<file path="src/rtl/uart_pkg.sv">
// Definitions shared by the UART transmit and receive sides.
// Covers frame state encodings, parity mode codes and parameter legality limits.
package uart_pkg;

    typedef enum logic [2:0] {
        ST_IDLE   = 3'd0,
        ST_START  = 3'd1,
        ST_DATA   = 3'd2,
        ST_PARITY = 3'd3,
        ST_STOP   = 3'd4
    } uart_state_e;

    localparam int PARITY_NONE = 0;
    localparam int PARITY_EVEN = 1;
    localparam int PARITY_ODD  = 2;

    localparam int DATA_W_MIN       = 5;
    localparam int DATA_W_MAX       = 9;
    localparam int STOP_BITS_MIN    = 1;
    localparam int STOP_BITS_MAX    = 2;
    localparam int CLKS_PER_BIT_MIN = 2;

    // Returns 1 when a parity mode code names one of the supported modes.
    function automatic bit parity_mode_ok(input int mode);
        return (mode == PARITY_NONE) || (mode == PARITY_EVEN) || (mode == PARITY_ODD);
    endfunction

endpackage

</file>
<file path="src/rtl/uart_tx_engine_if.sv">
// Word handshake between the byte source and the UART transmitter.
// A word moves on a rising edge where tx_valid and tx_ready are both high; tx_data must be stable while tx_valid is high.
interface uart_tx_engine_if #(
    parameter int DATA_W = 8
);

    logic              tx_valid;
    logic [DATA_W-1:0] tx_data;
    logic              tx_ready;

    modport master (
        output tx_valid,
        output tx_data,
        input  tx_ready
    );

    modport slave (
        input  tx_valid,
        input  tx_data,
        output tx_ready
    );

endinterface

</file>
<file path="src/rtl/uart_baud_gen.sv">
// Bit-period divider: bit_tick is high on the last cycle of every CLKS_PER_BIT-cycle period.
// restart holds the count at zero, so the first period after restart drops is a full period.
module uart_baud_gen
    import uart_pkg::*;
#(
    parameter int CLKS_PER_BIT = 868
) (
    input  logic clock,
    input  logic reset,
    input  logic restart,
    output logic bit_tick
);

    localparam int CW = (CLKS_PER_BIT > 1) ? $clog2(CLKS_PER_BIT) : 1;
    localparam logic [CW-1:0] TERMINAL = CW'(CLKS_PER_BIT - 1);

    if (CLKS_PER_BIT < CLKS_PER_BIT_MIN) begin : g_bad_clks_per_bit
        $error("uart_baud_gen: CLKS_PER_BIT=%0d is below %0d", CLKS_PER_BIT, CLKS_PER_BIT_MIN);
    end

    logic [CW-1:0] cnt_q;
    logic [CW-1:0] cnt_d;

    assign bit_tick = (cnt_q == TERMINAL);

    always_comb begin
        cnt_d = cnt_q;
        if (restart || bit_tick) begin
            cnt_d = '0;
        end else begin
            cnt_d = cnt_q + 1'b1;
        end
    end

    always_ff @(posedge clock) begin
        if (reset) begin
            cnt_q <= '0;
        end else begin
            cnt_q <= cnt_d;
        end
    end

endmodule

</file>
<file path="src/rtl/uart_tx_engine.sv">
// UART transmitter: start bit, DATA_W data bits LSB first, optional parity, STOP_BITS stop bits.
// Accepts one word per frame through a valid/ready handshake and pulses tx_done after the last stop bit.
module uart_tx_engine
    import uart_pkg::*;
#(
    parameter int DATA_W       = 8,
    parameter int PARITY       = 1,
    parameter int STOP_BITS    = 1,
    parameter int CLKS_PER_BIT = 868
) (
    input  logic             clock,
    input  logic             reset,
    uart_tx_engine_if.slave  tx_if,
    output logic             tx_serial,
    output logic             busy,
    output logic             tx_done,
    output uart_state_e      dbg_state
);

    localparam int BW = (DATA_W > 1) ? $clog2(DATA_W) : 1;
    localparam logic [BW-1:0] LAST_BIT  = BW'(DATA_W - 1);
    localparam logic          LAST_STOP = 1'(STOP_BITS - 1);
    localparam bit            HAS_PARITY = (PARITY != PARITY_NONE);

    if (DATA_W < DATA_W_MIN || DATA_W > DATA_W_MAX) begin : g_bad_data_w
        $error("uart_tx_engine: DATA_W=%0d outside %0d..%0d", DATA_W, DATA_W_MIN, DATA_W_MAX);
    end
    if (!parity_mode_ok(PARITY)) begin : g_bad_parity
        $error("uart_tx_engine: PARITY=%0d is not 0, 1 or 2", PARITY);
    end
    if (STOP_BITS < STOP_BITS_MIN || STOP_BITS > STOP_BITS_MAX) begin : g_bad_stop_bits
        $error("uart_tx_engine: STOP_BITS=%0d outside %0d..%0d", STOP_BITS, STOP_BITS_MIN, STOP_BITS_MAX);
    end

    uart_state_e       state_q,     state_d;
    logic [DATA_W-1:0] shreg_q,     shreg_d;
    logic [BW-1:0]     bit_cnt_q,   bit_cnt_d;
    logic              stop_cnt_q,  stop_cnt_d;
    logic              parity_q,    parity_d;
    logic              tx_serial_q, tx_serial_d;
    logic              busy_q,      busy_d;
    logic              tx_done_q,   tx_done_d;

    logic bit_tick;
    logic accept;

    assign tx_if.tx_ready = (state_q == ST_IDLE);
    assign accept         = tx_if.tx_valid && tx_if.tx_ready;

    assign tx_serial = tx_serial_q;
    assign busy      = busy_q;
    assign tx_done   = tx_done_q;
    assign dbg_state = state_q;

    // Holding the divider at zero while idle makes every frame start on a fresh bit period.
    uart_baud_gen #(
        .CLKS_PER_BIT (CLKS_PER_BIT)
    ) u_baud_gen (
        .clock    (clock),
        .reset    (reset),
        .restart  (state_q == ST_IDLE),
        .bit_tick (bit_tick)
    );

    always_comb begin
        state_d     = state_q;
        shreg_d     = shreg_q;
        bit_cnt_d   = bit_cnt_q;
        stop_cnt_d  = stop_cnt_q;
        parity_d    = parity_q;
        tx_serial_d = tx_serial_q;
        tx_done_d   = 1'b0;

        case (state_q)
            ST_IDLE: begin
                tx_serial_d = 1'b1;
                if (accept) begin
                    state_d     = ST_START;
                    shreg_d     = tx_if.tx_data;
                    parity_d    = (PARITY == PARITY_ODD) ? ~^tx_if.tx_data : ^tx_if.tx_data;
                    bit_cnt_d   = '0;
                    stop_cnt_d  = 1'b0;
                    tx_serial_d = 1'b0;
                end
            end

            ST_START: begin
                if (bit_tick) begin
                    state_d     = ST_DATA;
                    tx_serial_d = shreg_q[0];
                end
            end

            ST_DATA: begin
                if (bit_tick) begin
                    if (bit_cnt_q == LAST_BIT) begin
                        if (HAS_PARITY) begin
                            state_d     = ST_PARITY;
                            tx_serial_d = parity_q;
                        end else begin
                            state_d     = ST_STOP;
                            tx_serial_d = 1'b1;
                        end
                    end else begin
                        bit_cnt_d   = bit_cnt_q + 1'b1;
                        shreg_d     = shreg_q >> 1;
                        tx_serial_d = shreg_d[0];
                    end
                end
            end

            ST_PARITY: begin
                if (bit_tick) begin
                    state_d     = ST_STOP;
                    tx_serial_d = 1'b1;
                end
            end

            ST_STOP: begin
                tx_serial_d = 1'b1;
                if (bit_tick) begin
                    if (stop_cnt_q == LAST_STOP) begin
                        state_d   = ST_IDLE;
                        tx_done_d = 1'b1;
                    end else begin
                        stop_cnt_d = stop_cnt_q + 1'b1;
                    end
                end
            end

            default: begin
                state_d     = ST_IDLE;
                tx_serial_d = 1'b1;
            end
        endcase

        busy_d = (state_d != ST_IDLE);
    end

    always_ff @(posedge clock) begin
        if (reset) begin
            state_q     <= ST_IDLE;
            shreg_q     <= '0;
            bit_cnt_q   <= '0;
            stop_cnt_q  <= 1'b0;
            parity_q    <= 1'b0;
            tx_serial_q <= 1'b1;
            busy_q      <= 1'b0;
            tx_done_q   <= 1'b0;
        end else begin
            state_q     <= state_d;
            shreg_q     <= shreg_d;
            bit_cnt_q   <= bit_cnt_d;
            stop_cnt_q  <= stop_cnt_d;
            parity_q    <= parity_d;
            tx_serial_q <= tx_serial_d;
            busy_q      <= busy_d;
            tx_done_q   <= tx_done_d;
        end
    end

endmodule

</file>
<file path="src/flat_wrapper.sv">
// flat-port wrapper written by rule: the top's interface ports become plain ports
module uart_tx_engine_flat import uart_pkg::*;
#(
    parameter int DATA_W       = 8,
    parameter int PARITY       = 1,
    parameter int STOP_BITS    = 1,
    parameter int CLKS_PER_BIT = 868
)
  (clock, reset, tx_serial, busy, tx_done, dbg_state, tx_if_tx_valid, tx_if_tx_data, tx_if_tx_ready);
  uart_tx_engine_if #(.DATA_W(DATA_W)) tx_if_i ();
  input  logic clock;
  input  logic reset;
  output logic tx_serial;
  output logic busy;
  output logic tx_done;
  output uart_state_e dbg_state;
  input wire logic [$bits(tx_if_i.tx_valid)-1:0] tx_if_tx_valid;
  input wire logic [$bits(tx_if_i.tx_data)-1:0] tx_if_tx_data;
  output wire logic [$bits(tx_if_i.tx_ready)-1:0] tx_if_tx_ready;
  assign tx_if_i.tx_valid = tx_if_tx_valid;
  assign tx_if_i.tx_data = tx_if_tx_data;
  assign tx_if_tx_ready = tx_if_i.tx_ready;
  uart_tx_engine #(.DATA_W(DATA_W), .PARITY(PARITY), .STOP_BITS(STOP_BITS), .CLKS_PER_BIT(CLKS_PER_BIT)) u_core (.clock(clock), .reset(reset), .tx_if(tx_if_i), .tx_serial(tx_serial), .busy(busy), .tx_done(tx_done), .dbg_state(dbg_state));
endmodule
</file>
<file path="config.mk">
export PLATFORM = sky130hd
export DESIGN_NAME = uart_tx_engine_flat
export DESIGN_NICKNAME = d
export VERILOG_FILES = /design/src/rtl/uart_pkg.sv /design/src/rtl/uart_tx_engine_if.sv /design/src/rtl/uart_baud_gen.sv /design/src/rtl/uart_tx_engine.sv /design/src/flat_wrapper.sv
export SDC_FILE = /design/constraint.sdc
export NUM_CORES = 1
export LEC_CHECK = 0
export ABC_AREA = 1
export ABC_CLOCK_PERIOD_IN_PS = 1500
export CORE_MARGIN = 4
export CORE_UTILIZATION = 55
export DETAILED_ROUTE_END_ITERATION = 8
export PLACE_DENSITY = 0.76
export SYNTH_ARGS = -nofsm -noshare
export SYNTH_HDL_FRONTEND = slang
export SYNTH_SLANG_ARGS = --single-unit
</file>
<file path="constraint.sdc">
create_clock -name clock -period 1.5 [get_ports clock]
set_input_delay 0.3 -clock clock [delete_from_list [all_inputs] [get_ports clock]]
set_output_delay 0.3 -clock clock [all_outputs]
set_load 0.02 [all_outputs]
</file>
# After elaboration in Yosys (flattened, before gate mapping)
# Cells that the tools add are included.
# Widths: inputs -> output; s select.
# totals
regBits,29
inputBits,11
output_inout_bits,7
word_cells,66
# op_classes
n_addsub,3
eq_ne,12
muxes,27
bitwise,2
n_reduce_logical,13
# ops
op,count
$mux 3,10
$mux 8,3
$pmux 8 s2,1
$pmux 3 s5,1
$ne 2x2->1 const B,6
$add 10x1->10 const B,1
$eq 10x10->1 const B,1
$mux 1,9
$reduce_xor 8->1,1
$eq 3x2->1 const B,2
$eq 3x3->1 const B,2
$pmux 3 s2,1
$reduce_and 3->1,2
$pmux 1 s4,1
$reduce_and 4->1,1
$reduce_bool 2->1,2
$add 3x1->3 const B,1
$eq 3x1->1 const B,1
$logic_not 3->1,1
$reduce_bool 3->1,1
$reduce_or 3->1,1
$not 1->1,2
$pmux 1 s2,1
$reduce_and 2->1,1
other kinds (4),4

# Depth between registers and ports, before layout
# depth
depth_word,5
depth_mapped,8
depth_no_buf,8

# Hierarchy
# From an unflattened synthesis, not the netlist that was laid out.
# unflattened
cells_unflattened,223
area_unflattened_um2,1564.0
# modules_own_cells
mod,n_inst,cells_per_inst,area_each_um2,seq_area_each_um2
uart_tx_engine,1,160,1076.0,360.3
uart_baud_gen,1,63,488.0,200.2

# Worst setup path before layout
# Ideal clock, no wire load.
# synth_path
path_type,register to register
start,register u_core.u_baud_gen.cnt_q[0]
end,register u_core.shreg_q[0]
setup_time_ns,0.070
arrival_time_ns,1.332
required_ns,1.430
setup_slack_ns,0.098
path_stages_with_launch,9
path_buffers,1
synth_period_minus_slack_ns,1.402
path_cell_list,dfxtp_1 > ha_1 > inv_1 > nor3_4 > nand2_2 > nand2_4 > buf_6 > nand3_2 > a21oi_2
# synth_via
elab_chain_len,3
# synth_rtl
element,line,rtl
start: declaration,uart_baud_gen.sv:21,logic [CW-1:0] cnt_q;
start signal: assignment,uart_baud_gen.sv:39,cnt_q <= cnt_d;
$eq 10x10->1,uart_baud_gen.sv:24,assign bit_tick = (cnt_q == TERMINAL);
$ne 2x2->1 (no line),--,
$reduce_and 4->1 (no line),--,
end signal: assignment,uart_tx_engine.sv:152,shreg_q <= shreg_d;
end: declaration,uart_tx_engine.sv:36,"logic [DATA_W-1:0] shreg_q, shreg_d;"
# No other way between the ends.
# A chain may end at the register's enable or synchronous reset.

# Worst setup path after layout
# layout_path
start,register u_core.state_q[0] (netlist: u_core.dbg_state[0])
end,output dbg_state[0]
# layout_lines
element,line,rtl
start: declaration,uart_tx_engine.sv:35,"uart_state_e state_q, state_d;"
start signal: assignment,uart_tx_engine.sv:151,state_q <= state_d;
end: declaration,flat_wrapper.sv:16,output uart_state_e dbg_state;
# No word-level cell between the ends.

==> impl_summary.log <==
[metrics] end-of-flow core utilization: between 70 and 80%
[metrics] standby leakage power: between 0.8 and 0.9 nW
[metrics] Vias per Instance: 5.14
[metrics] number of cell instances on the worst register-to-register path: 7
[metrics] number of standard cells in the final layout excluding fillers: roughly 280
[metrics] post-detailed-route DRC marker count: 0
[metrics] maximum number of pins on one net before global-route repair: 15
[metrics] startpoint of the worst hold path: u_core.shreg_q[7]
[metrics] startpoint of the most critical register-to-register path: u_core.dbg_state[0]
[metrics] Largest delay share family, worst path: buffers and inverters
[metrics] Synth area leader: dfxtp_1
[metrics] Mapped Nets: roughly 240
[metrics] count of endpoints failing setup in the final report: 0
[metrics] largest driver fanout on the critical path: 5
[metrics] average cell area after synthesis: between 7 and 8 um2
[metrics] top cells by instance count after synthesis: nand2_1, dfxtp_1, nor2_1
[metrics] outcome: finished clean
[metrics] core region area: 2780 um2
[metrics] final critical path time including I/O delays and setup: 1.41 ns
[metrics] number of instances in the placed design: around 280
[metrics] data arrival at the endpoint of the critical path: approximately 1.1 ns
[metrics] root buffer selected by CTS: clkbuf_4
[metrics] wire length of the first global-routing pass: between 5 and 6 mm
[metrics] area of the die: between 3000 and 4000 um2
[metrics] final number of max-transition violations: 0
[metrics] delay of the slowest cell on the worst path: between 0.3 and 0.4 ns
[metrics] Max Buffers Root-to-Sink: 2
[metrics] worst endpoint required time: 1.20 ns
[metrics] Critical-path top delay cell: dfxtp_2
[metrics] clock buffers created by TritonCTS: 3
[metrics] number of distinct library cells after synthesis: 27
[metrics] count of mapped cells out of synthesis: about 220
[metrics] top achievable clock speed: a little over 700 MHz
[metrics] Max Clock Skew: 0.00328 ns
[metrics] startpoint type of the worst setup path: flip-flop
[metrics] post-synth design cell area: between 1500 and 2000 um2
[metrics] fraction of post-synthesis cell area in the top cell type by area: 34.8%
[metrics] DRC marker count from the first detailed-route iteration: 74
[metrics] weighted congestion at the end of routability-driven global placement: 0.829
[metrics] period utilization: 94.2%
[metrics] Min-Delay Path Depth: 2
[metrics] number of clock sinks: 28
[metrics] predominant post-synthesis flop cell: dfxtp_1
[metrics] most used standard cell by instance count after synthesis: nand2_1
[metrics] part of the Yosys area used for sequential elements: about a third
[metrics] PwrDens: between 600 and 700 nW/um2
[metrics] die extent in y: roughly 62 um
[metrics] Post-synth ARST share: 0%
[metrics] via count of the first global-routing pass: ~1300
[metrics] antenna diode instance count: 0
[metrics] count of TritonRoute iterations in the first routing pass: 4
[metrics] Worst R2R End: u_core.shreg_q[2]
[metrics] CP Buf/Inv Count: 2
[metrics] kind of critical path: flip-flop to output port
[metrics] post-route cell area: approximately 2000 um2
[metrics] initial antenna violation count: 0
[metrics] global router's overall resource usage: ~18%
[metrics] Initial Utilization: roughly 58%
[metrics] maximum level of the CTS H-tree: 1
[metrics] Pwr Total: 1.37 mW
[metrics] net count reported at finish: 267
[metrics] horizontal die dimension: between 60 and 70 um
[metrics] max capacitance violation total: 0
[metrics] layout cells sized above 1: about 23%
[metrics] signed area change from the synthesized netlist to the final layout: 21.5%
[metrics] vias post-DR: roughly 1400
[metrics] number of enable flip-flop cells after synthesis: 0
[metrics] half-perimeter wire length after placement: 2.46 mm
[metrics] Worst Max-Slew Pin Slew: approximately 0.27 ns
[metrics] WHS Endpoint: u_core.shreg_q[7]
[metrics] Hold-fix buffers, CTS: 0
[metrics] worst slack on hold paths: roughly 0.48 ns
[metrics] Final Routed Wirelength: 3.13 mm
[metrics] final number of hold-violating endpoints: 0
[metrics] top cells by area, synth: dfxtp_1, nand2_1, nand3_1
[metrics] Yosys Warn Count: 0
[metrics] path class of the lowest-slack min-delay path: flip-flop to flip-flop
[metrics] count of buffers from port buffering: 17
[metrics] crit end category: output port
[metrics] total overflow reported by the global router: 0
[metrics] Peak supply drop: between 600 and 700 uV
[metrics] post-CTS clock slew at the launch and capture registers of the worst setup and hold paths: between 0.1 and 0.15 ns
[metrics] cells along the critical path: buf_4 -> clkdlybuf4s15_1
[metrics] #FFs+latches synth: 28
[metrics] slack of the worst reg-to-reg path: 0.10 ns
[metrics] worst-skew pair later-pin latency: ~0.32 ns
[metrics] I/O pin count: 18
[metrics] row count: 19
[metrics] Placed Instance Area: around 1900 um2
[metrics] number of nets with antenna violations after detailed routing: 0
[metrics] clock tree from TritonCTS: built
[metrics] detailed-route wire length per cell: around 11 um
[metrics] headroom to the max-slew limit: between 80% and 90%
sequential cells by signal (all words and copies together) (netlist names):
register                 count
u_core.parity_q              1
u_core.u_baud_gen.cnt_q     10
u_core.tx_done               1
u_core.busy                  1
u_core.dbg_state             3
u_core.shreg_q               8
u_core.tx_serial             1
u_core.bit_cnt_q             3
cell usage in the layout, fill, tap and decap left out, types with 3 or more instances in the layout:
| cell | count |
|---|---|
| nand3_1 | 18 |
| nor2_1 | 18 |
| inv_1 | 16 |
| a21oi_2 | 7 |
| xor2_1 | 6 |
| inv_2 | 4 |
| clkdlybuf4s50_1 | 10 |
| dfxtp_2 | 4 |
| a21oi_1 | 7 |
| dfxtp_1 | 24 |
| nand2_1 | 69 |
| dlygate4sd2_1 | 4 |
| nor3b_1 | 3 |
| buf_12 | 3 |
| nand2_4 | 4 |
| buf_4 | 11 |
| xnor2_1 | 5 |
| clkbuf_4 | 3 |
| nand2_2 | 3 |
| nand3_2 | 8 |
worst max path at each step:
stage | startpoint | to | slack (ns) | cells after the start
finish | u_core.dbg_state[0] | dbg_state[0] | 0.09 | 2
global route | u_core.dbg_state[0] | u_core.bit_cnt_q[1] | -0.005 | 8
CTS | u_core.dbg_state[0] | dbg_state[0] | 0.02 | 2
detailed placement | u_core.dbg_state[0] | u_core.bit_cnt_q[1] | 0.05 | 8
global placement | u_core.dbg_state[0] | u_core.bit_cnt_q[1] | 0.05 | 8
floorplan | u_core.u_baud_gen.cnt_q[0] | u_core.shreg_q[0] | 0.1 | 8
cells by family (layout without fill, tap and decap cells):
family	after synthesis	count (layout)	synth area share, %
flip-flops	28	28	34.8
buffers and inverters	26	55	7.69
AND/OR/NAND/NOR	135	135	40.6
AO/OA/AOI/OAI	19	19	8.55
adder cells (fa/ha/maj)	3	3	2.33
XOR/XNOR	11	11	5.98
final cells by class:
class / instances / area [um2]
clock buffers: 3 / 22.5
fillers: 235 / 825
inverters: 21 / 81.3
multi-input cells: 168 / 951
flip-flops and latches: 28 / 566
well taps: 31 / 38.8
repair buffers: 31 / 298
stage by stage:
step / setup TNS (ns) / setup WS (ns)
finish: 0 / 0.0864
global route: -0.00513 / -0.00513
CTS: 0 / 0.0151
detailed placement: 0 / 0.0470
global placement: 0 / 0.0533
floorplan: 0 / 0.0980
worst reg2reg max path: stages, from the launching register on:
cell	delay, ns
dfxtp_2	0.35
buf_4	0.15
nor2_2	0.14
nand2_4	0.10
o21ai_4	0.24
nand2_2	0.16
nand2_1	0.11
a21oi_2	0.05
power breakdown:
| group | leakage (nW) | internal [mW] | switching [mW] |
|---|---|---|---|
| clock | 0.0138 | 0.0942 | 0.201 |
| combinational | 0.611 | 0.133 | 0.146 |
| sequential | 0.230 | 0.775 | 0.0162 |
| total | 0.855 | 1.00 | 0.363 |
metal layers:
metal | global-route usage, % | wire (um)
met1 | 24.5 | 1610
met2 | 26.9 | 1360
met3 | 3.96 | 118
met4 | 5.96 | 48
met5 | 0 | 0
timing repair:
action / CTS / global route
setup endpoints to repair: 7 / 22
resized for setup: 10 / 15
pin swaps: 0 / 4
setup buffers: 0 / 2
(Power assumes the default switching activity.)
